### src/rtl/fc_pkg.sv
// Shared state encoding, default sizes and row type for the FC buffer writer.
package fc_pkg;

    localparam int unsigned FC_DATA_W = 8;
    localparam int unsigned FC_LANES  = 128;
    localparam int unsigned FC_PTR_W  = 7;

    typedef enum logic [2:0] {
        S_IDLE,
        S_IF_WR,
        S_W_WR,
        S_START,
        S_WAIT
    } state_t;

    typedef logic [FC_LANES*FC_DATA_W-1:0] row_t;

endpackage

### src/rtl/fc_row_packer.sv
// Assembles one weight-buffer row lane by lane; the completed row (final byte merged in)
// is registered on emit while the working row clears for the next output node.
module fc_row_packer
    import fc_pkg::*;
#(
    parameter int unsigned DATA_W = FC_DATA_W,
    parameter int unsigned LANES  = FC_LANES,
    parameter int unsigned IDX_W  = FC_PTR_W
) (
    input  logic                    clk,
    input  logic                    rst_n,
    input  logic                    i_clear,
    input  logic                    i_wr,
    input  logic                    i_emit,
    input  logic [IDX_W-1:0]        i_idx,
    input  logic [DATA_W-1:0]       i_data,
    output logic [LANES*DATA_W-1:0] o_row
);

    logic [LANES*DATA_W-1:0] r_row;
    logic [LANES*DATA_W-1:0] r_out;
    logic [LANES*DATA_W-1:0] w_merged;

    always_comb begin
        w_merged = r_row;
        for (int k = 0; k < LANES; k++) begin
            if (i_wr && (i_idx == IDX_W'(k))) begin
                w_merged[k*DATA_W +: DATA_W] = i_data;
            end
        end
    end

    always_ff @(posedge clk) begin
        if (!rst_n) begin
            r_row <= '0;
            r_out <= '0;
        end else if (i_clear) begin
            r_row <= '0;
        end else if (i_emit) begin
            r_row <= '0;
            r_out <= w_merged;
        end else if (i_wr) begin
            r_row <= w_merged;
        end
    end

    assign o_row = r_out;

endmodule

### src/rtl/fc_buf_writer.sv
// FC ifmap/weight buffer write side: config latch, byte stream to buffers, start/done handshake.
// Optional stream-length checking on s_last_i is enabled by defining FC_LEN_CHECK_EN.
module fc_buf_writer
    import fc_pkg::*;
#(
    parameter int unsigned DATA_W = FC_DATA_W,
    parameter int unsigned LANES  = FC_LANES,
    parameter int unsigned PTR_W  = FC_PTR_W
) (
    input  logic                    clk,
    input  logic                    rst_n,
    input  logic                    cfg_valid_i,
    output logic                    cfg_ready_o,
    input  logic [PTR_W-1:0]        in_node_num_i,
    input  logic [PTR_W-1:0]        out_node_num_i,
    input  logic                    s_valid_i,
    output logic                    s_ready_o,
    input  logic [DATA_W-1:0]       s_data_i,
    input  logic                    s_last_i,
    output logic                    ifmap_wren_o,
    output logic [PTR_W-1:0]        ifmap_wrptr_o,
    output logic [DATA_W-1:0]       ifmap_wdata_o,
    output logic                    wbuf_wren_o,
    output logic [PTR_W-1:0]        wbuf_wrptr_o,
    output logic [LANES*DATA_W-1:0] wbuf_wdata_o,
    output logic                    start_o,
    output logic [PTR_W-1:0]        in_node_num_o,
    output logic [PTR_W-1:0]        out_node_num_o,
    input  logic                    fc_done_i,
    output logic                    busy_o,
    output logic                    err_o
);

    state_t           r_state;
    state_t           w_state_nxt;
    logic [PTR_W-1:0] r_idx;
    logic [PTR_W-1:0] w_idx_nxt;
    logic [PTR_W-1:0] r_row;
    logic [PTR_W-1:0] w_row_nxt;
    logic [PTR_W-1:0] r_n;
    logic [PTR_W-1:0] r_m;
    logic             r_cfg_ready;
    logic             r_s_ready;
    logic             r_if_wren;
    logic [PTR_W-1:0] r_if_ptr;
    logic [DATA_W-1:0] r_if_data;
    logic             r_wb_wren;
    logic [PTR_W-1:0] r_wb_ptr;
    logic             r_start;

    logic w_cfg_acc;
    logic w_cfg_ok;
    logic w_if_acc;
    logic w_w_acc;
    logic w_idx_last;
    logic w_row_last;
    logic w_row_end;

    // Readies are registered decodes of the next state so they read 0 while held in reset.
    assign w_cfg_acc  = cfg_valid_i && r_cfg_ready;
    assign w_cfg_ok   = w_cfg_acc && (in_node_num_i != '0) && (out_node_num_i != '0);
    assign w_if_acc   = s_valid_i && r_s_ready && (r_state == S_IF_WR);
    assign w_w_acc    = s_valid_i && r_s_ready && (r_state == S_W_WR);
    assign w_idx_last = (r_idx == r_n - PTR_W'(1));
    assign w_row_last = (r_row == r_m - PTR_W'(1));
    assign w_row_end  = w_w_acc && w_idx_last;

    always_comb begin
        w_state_nxt = r_state;
        w_idx_nxt   = r_idx;
        w_row_nxt   = r_row;
        unique case (r_state)
            S_IDLE: begin
                if (w_cfg_ok) begin
                    w_state_nxt = S_IF_WR;
                    w_idx_nxt   = '0;
                    w_row_nxt   = '0;
                end
            end
            S_IF_WR: begin
                if (w_if_acc) begin
                    if (w_idx_last) begin
                        w_idx_nxt   = '0;
                        w_state_nxt = S_W_WR;
                    end else begin
                        w_idx_nxt = r_idx + PTR_W'(1);
                    end
                end
            end
            S_W_WR: begin
                if (w_w_acc) begin
                    if (w_idx_last) begin
                        w_idx_nxt = '0;
                        if (w_row_last) begin
                            w_state_nxt = S_START;
                        end else begin
                            w_row_nxt = r_row + PTR_W'(1);
                        end
                    end else begin
                        w_idx_nxt = r_idx + PTR_W'(1);
                    end
                end
            end
            S_START: w_state_nxt = S_WAIT;
            S_WAIT: begin
                if (fc_done_i) begin
                    w_state_nxt = S_IDLE;
                end
            end
            default: w_state_nxt = S_IDLE;
        endcase
    end

    always_ff @(posedge clk) begin
        if (!rst_n) begin
            r_state     <= S_IDLE;
            r_idx       <= '0;
            r_row       <= '0;
            r_n         <= '0;
            r_m         <= '0;
            r_cfg_ready <= 1'b0;
            r_s_ready   <= 1'b0;
            r_if_wren   <= 1'b0;
            r_if_ptr    <= '0;
            r_if_data   <= '0;
            r_wb_wren   <= 1'b0;
            r_wb_ptr    <= '0;
            r_start     <= 1'b0;
        end else begin
            r_state     <= w_state_nxt;
            r_idx       <= w_idx_nxt;
            r_row       <= w_row_nxt;
            r_cfg_ready <= (w_state_nxt == S_IDLE);
            r_s_ready   <= (w_state_nxt == S_IF_WR) || (w_state_nxt == S_W_WR);
            if (w_cfg_ok) begin
                r_n <= in_node_num_i;
                r_m <= out_node_num_i;
            end
            r_if_wren <= w_if_acc;
            if (w_if_acc) begin
                r_if_ptr  <= r_idx;
                r_if_data <= s_data_i;
            end
            r_wb_wren <= w_row_end;
            if (w_row_end) begin
                r_wb_ptr <= r_row;
            end
            r_start <= (r_state == S_START);
        end
    end

    fc_row_packer #(
        .DATA_W (DATA_W),
        .LANES  (LANES),
        .IDX_W  (PTR_W)
    ) u_row_packer (
        .clk     (clk),
        .rst_n   (rst_n),
        .i_clear (w_cfg_acc),
        .i_wr    (w_w_acc),
        .i_emit  (w_row_end),
        .i_idx   (r_idx),
        .i_data  (s_data_i),
        .o_row   (wbuf_wdata_o)
    );

`ifdef FC_LEN_CHECK_EN
    logic r_err;
    logic w_last_exp;

    // Marker is due on the final ifmap byte and on the final byte of the last weight row.
    assign w_last_exp = (r_state == S_IF_WR) ? w_idx_last : (w_idx_last && w_row_last);

    always_ff @(posedge clk) begin
        if (!rst_n) begin
            r_err <= 1'b0;
        end else if (w_cfg_ok) begin
            r_err <= 1'b0;
        end else if ((w_if_acc || w_w_acc) && (s_last_i != w_last_exp)) begin
            r_err <= 1'b1;
        end
    end

    assign err_o = r_err;
`else
    logic w_unused_last;
    assign w_unused_last = s_last_i;
    assign err_o         = 1'b0;
`endif

    assign cfg_ready_o    = r_cfg_ready;
    assign s_ready_o      = r_s_ready;
    assign ifmap_wren_o   = r_if_wren;
    assign ifmap_wrptr_o  = r_if_ptr;
    assign ifmap_wdata_o  = r_if_data;
    assign wbuf_wren_o    = r_wb_wren;
    assign wbuf_wrptr_o   = r_wb_ptr;
    assign start_o        = r_start;
    assign in_node_num_o  = r_n;
    assign out_node_num_o = r_m;
    assign busy_o         = (r_state != S_IDLE);

endmodule

### config.mk
export PLATFORM = sky130hd
export DESIGN_NAME = fc_buf_writer
export DESIGN_NICKNAME = d
export VERILOG_FILES = /design/src/rtl/fc_pkg.sv /design/src/rtl/fc_row_packer.sv /design/src/rtl/fc_buf_writer.sv
export SDC_FILE = /design/constraint.sdc
export NUM_CORES = 2
export LEC_CHECK = 0
export ABC_AREA = 1
export CAP_MARGIN = 20
export CORE_AREA = 2 2 423 425
export DETAILED_ROUTE_END_ITERATION = 16
export DIE_AREA = 0 0 425 427
export PLACE_DENSITY_LB_ADDON = 0.05
export SLEW_MARGIN = 5
export SYNTH_ARGS = -nofsm -noshare
export SYNTH_HDL_FRONTEND = slang
export SYNTH_SLANG_ARGS = --single-unit
### constraint.sdc
create_clock -name clk -period 2.9 [get_ports clk]
set_input_delay 0.87 -clock clk [delete_from_list [all_inputs] [get_ports clk]]
set_output_delay 0.87 -clock clk [all_outputs]
set_load 0.01 [all_outputs]
==> results by group <==
Drt
  – First-pass detailed-route iteration total: 7
  – DR vias: 70900
  – M1 WL: 114 mm
  – Routed WL: 279 mm
  – Met3 wire len: 15.9 mm
  – Iteration-0 DRC Markers: 5094
  – Post-route ant nets: 0
  – WL/cell: 19.5 um
  – Met2 routed WL: 128 mm
  – DRC errors left: 0
  – DR top layer: met5
  – Via-per-instance ratio: 4.96

Placed design
  – Input/output buffers: 1092
  – Pre-CTS setup slack: -0.413 ns
  – DP HPWL: 194 mm
  – Gp weighted congestion: 0.864

Critical path
  – Max stage delay on crit path: 0.62 ns
  – Worst path arrival time: 2.00 ns
  – Critical path's top delay family: buffers and inverters
  – Critical Path Fanout Max: 2
  – CP Buf/Inv Count: 1
  – Worst Setup Path Type: register to primary output
  – Crit end category: primary output
  – Crit-path cells: clkdlybuf4s50_1
  – Slowest CP cell: clkdlybuf4s50_1
  – Worst path required time: 2.03 ns
  – Startpoint types: register

Timing
  – Clock skew: 0.0298 ns
  – Final Setup Violations: 0
  – Hold WS: 0.373 ns
  – Final Hold Vio Count: 0
  – Crit share post-route: 98.8%
  – Worst slew pin tran: 0.827 ns
  – Final critical-path required period: 2.87 ns
  – Slew HR: 44.8%
  – Final Slew Violations: 0
  – Fin worst setup slack: 0.0345 ns
  – Unrepaired setup endpoints after global routing: false
  – Fmax: 349 MHz

Global routing
  – Initial antenna violation count: 19
  – Largest net degree at the start of global routing: 122
  – Vias in the first global route: 65600
  – First-pass GRT wire length: 407 mm
  – Grt ovf: 0
  – GRT Overall Usage: 29.7%

Floorplan
  – Rows: 155
  – DIE AREA: 0.181 mm2
  – Initial Util: 44.1%
  – Core Box Area: 0.177 mm2
  – I/O pins: 1095
  – Die width: 425 um
  – Die Span Y: 427 um

Logic synthesis
  – Synth Cell Area: 0.0782 mm2
  – Synthesized area per cell: 7.37 um2
  – Sequential-to-total area share from yosys stat: 53.9%
  – Number of flops mapped to enable cells by yosys: 0
  – Synth Instances: 10600
  – Synth unique cells: 32
  – Synth warn: 0
  – Post-synth ARST share: 0%
  – Flops & latches, synth: 2106
  – Main flop type after synthesis: dfxtp_1
  – Syn Nets: 10600

Pwr
  – LEAKAGE: 36.8 nW
  – Reg power frac: 49.0%
  – Logic pwr share: 3.8%
  – Clock share of power: 47.2%
  – Total Power: 59.2 mW
  – P_int: 46.0 mW
  – Net Sw Power: 13.2 mW
  – VDD IR max: 572 uV
  – Total power per unit cell area: 577 mW/mm2
  – Net switching fraction of the power: 22.3%

Clock tree
  – Sink Count: 2106
  – Post-CTS Hold Fix Bufs: 0
  – Clk buf depth: 3
  – CTS tree: yes
  – TritonCTS buffer count: 214
  – H-tree levels: 4
  – Clk_lat worst skew: 0.87 ns
  – Root Driver: clkbuf_16
  – Worst-path clk slew: 0.06 ns

Finish
  – Fraction of layout cells with a size suffix above 1: 8.37%
  – Final core utilization: 57.9%
  – Nets: 11800
  – Area grow syn2layout: 31.3%

Worst hold path
  – HP Class: input port to register

Status
  – Status: complete, no violations

Flow run
  – Max cap viols: 0
[repair_timing]
action	in CTS	in global routing
setup endpoints to repair	14	382
setup buffers	0	1
gates resized for setup	19	11
pin swaps	0	1
[stage by stage]
stage	setup TNS (ns)	cell area, um2	cells
finish	0	103000	14300
global route	0	103000	14300
CTS	0	103000	14300
detailed placement	-364.04	95400	13900
global placement	-329.57	95400	13900
floorplan	0	78200	10600
[metal layers]
layer	up-vias	global-route usage, %
met4	2	20.8
li1	35000	-
met2	2152	48.1
met3	615	4.35
met1	33100	36.3
met5	-	0
[power groups by stage]
stage	registers (mW)	clock network [mW]	logic [mW]
2_1_floorplan	29.6	0	1.11
3_5_place_dp	29.6	0	2.27
4_1_cts	29.0	28.4	2.27
5_1_grt	29.0	29.5	2.44
6_report	29.0	28.0	2.28
3_3_place_gp	29.6	0	2.27
[registers in the layout (all words and copies together), names as in the netlist]
| signal | flops |
|---|---|
| in_node_num_o | 7 |
| ifmap_wren_o | 1 |
| r_idx | 7 |
| r_state | 3 |
| ifmap_wdata_o | 8 |
| u_row_packer.o_row | 1024 |
| start_o | 1 |
| u_row_packer.r_row | 1024 |
| wbuf_wren_o | 1 |
| wbuf_wrptr_o | 7 |
| s_ready_o | 1 |
| ifmap_wrptr_o | 7 |
| cfg_ready_o | 1 |
| out_node_num_o | 7 |
| r_row | 7 |
[path summary, 6_finish.rpt]
check | start | end | slack (ns) | depth (start not counted)
worst min-delay path | rst_n | u_row_packer.o_row[659] | 0.37 | 3
worst min register to register | u_row_packer.o_row[564] | u_row_packer.o_row[564] | 0.48 | 2
worst max register to register | in_node_num_o[0] | u_row_packer.o_row[68] | 0.08 | 14
worst max-delay path | u_row_packer.o_row[291] | wbuf_wdata_o[291] | 0.03 | 1
[Yosys cell counts, types with 4 or more instances]
library cell | instances | area share [%]
a21oi_1 | 131 | 0.84
buf_1 | 18 | 0.086
buf_2 | 145 | 0.93
buf_4 | 35 | 0.34
buf_6 | 82 | 1.2
clkbuf_1 | 436 | 2.1
dfxtp_1 | 2106 | 54
ha_1 | 7 | 0.11
inv_1 | 1140 | 5.5
inv_2 | 11 | 0.053
nand2_1 | 1402 | 6.7
nand2_2 | 15 | 0.12
nand3_1 | 88 | 0.56
nand4_1 | 9 | 0.072
nor2_1 | 2952 | 14
nor2_4 | 4 | 0.058
nor3_1 | 9 | 0.058
o21a_1 | 56 | 0.54
o21ai_0 | 1796 | 12
o21ai_1 | 131 | 0.84
xor2_1 | 8 | 0.090
[logic make-up (layout without fill, tap and decap cells)]
group / Yosys count / in the layout / synth area share, %
AND/OR/NAND/NOR: 4489 / 4489 / 21.9
AO/OA/AOI/OAI: 2114 / 2114 / 13.7
flip-flops: 2106 / 2106 / 53.9
buffers and inverters: 1870 / 3226 / 10.2
XOR/XNOR: 10 / 10 / 0.112
adder cells (fa/ha/maj): 7 / 7 / 0.112
other: 1 / 8 / 0.00480
[layout by cell type (no fill, tap or decap), types with 6 or more instances in the layout]
master / synthesis / final
nor2_4: 4 / 10
diode_2: 0 / 7
o21ai_0: 1796 / 1790
ha_1: 7 / 6
dfxtp_2: 0 / 7
clkinv_2: 0 / 26
buf_4: 35 / 401
o21ai_1: 131 / 136
nor3_1: 9 / 9
nor2_2: 2 / 13
clkbuf_8: 0 / 58
nand4_1: 9 / 9
inv_4: 1 / 9
clkbuf_1: 436 / 59
nor2_1: 2952 / 2935
bufinv_16: 0 / 13
clkbuf_16: 0 / 217
clkdlybuf4s50_1: 0 / 1081
buf_12: 0 / 196
a21oi_1: 131 / 131
inv_6: 0 / 6
nand2_1: 1402 / 1401
nand2_2: 15 / 15
inv_2: 11 / 11
dfxtp_1: 2106 / 2099
nand3_1: 88 / 87
o21a_1: 56 / 56
dlygate4sd2_1: 0 / 9
inv_1: 1140 / 1130
xor2_1: 8 / 8
[area by class of cell]
class / count / area [um2]
multi-input combinational: 6621 / 28100
antenna: 7 / 17.5
sequential: 2106 / 42200
clock inverter: 51 / 662
fill: 16600 / 74700
clock buffer: 334 / 6450
timing repair buffer: 1689 / 17900
tap: 2355 / 2950
inverter: 1152 / 4360
[worst min-delay path: cells and delay by family]
family	cells	cell delay, ns
and+or+nand+nor	1	0.04
AOI/OAI and AO/OA	1	0.11
buffers and inverters	1	0.16
No activity file was read; power rests on OpenSTA's default activity.
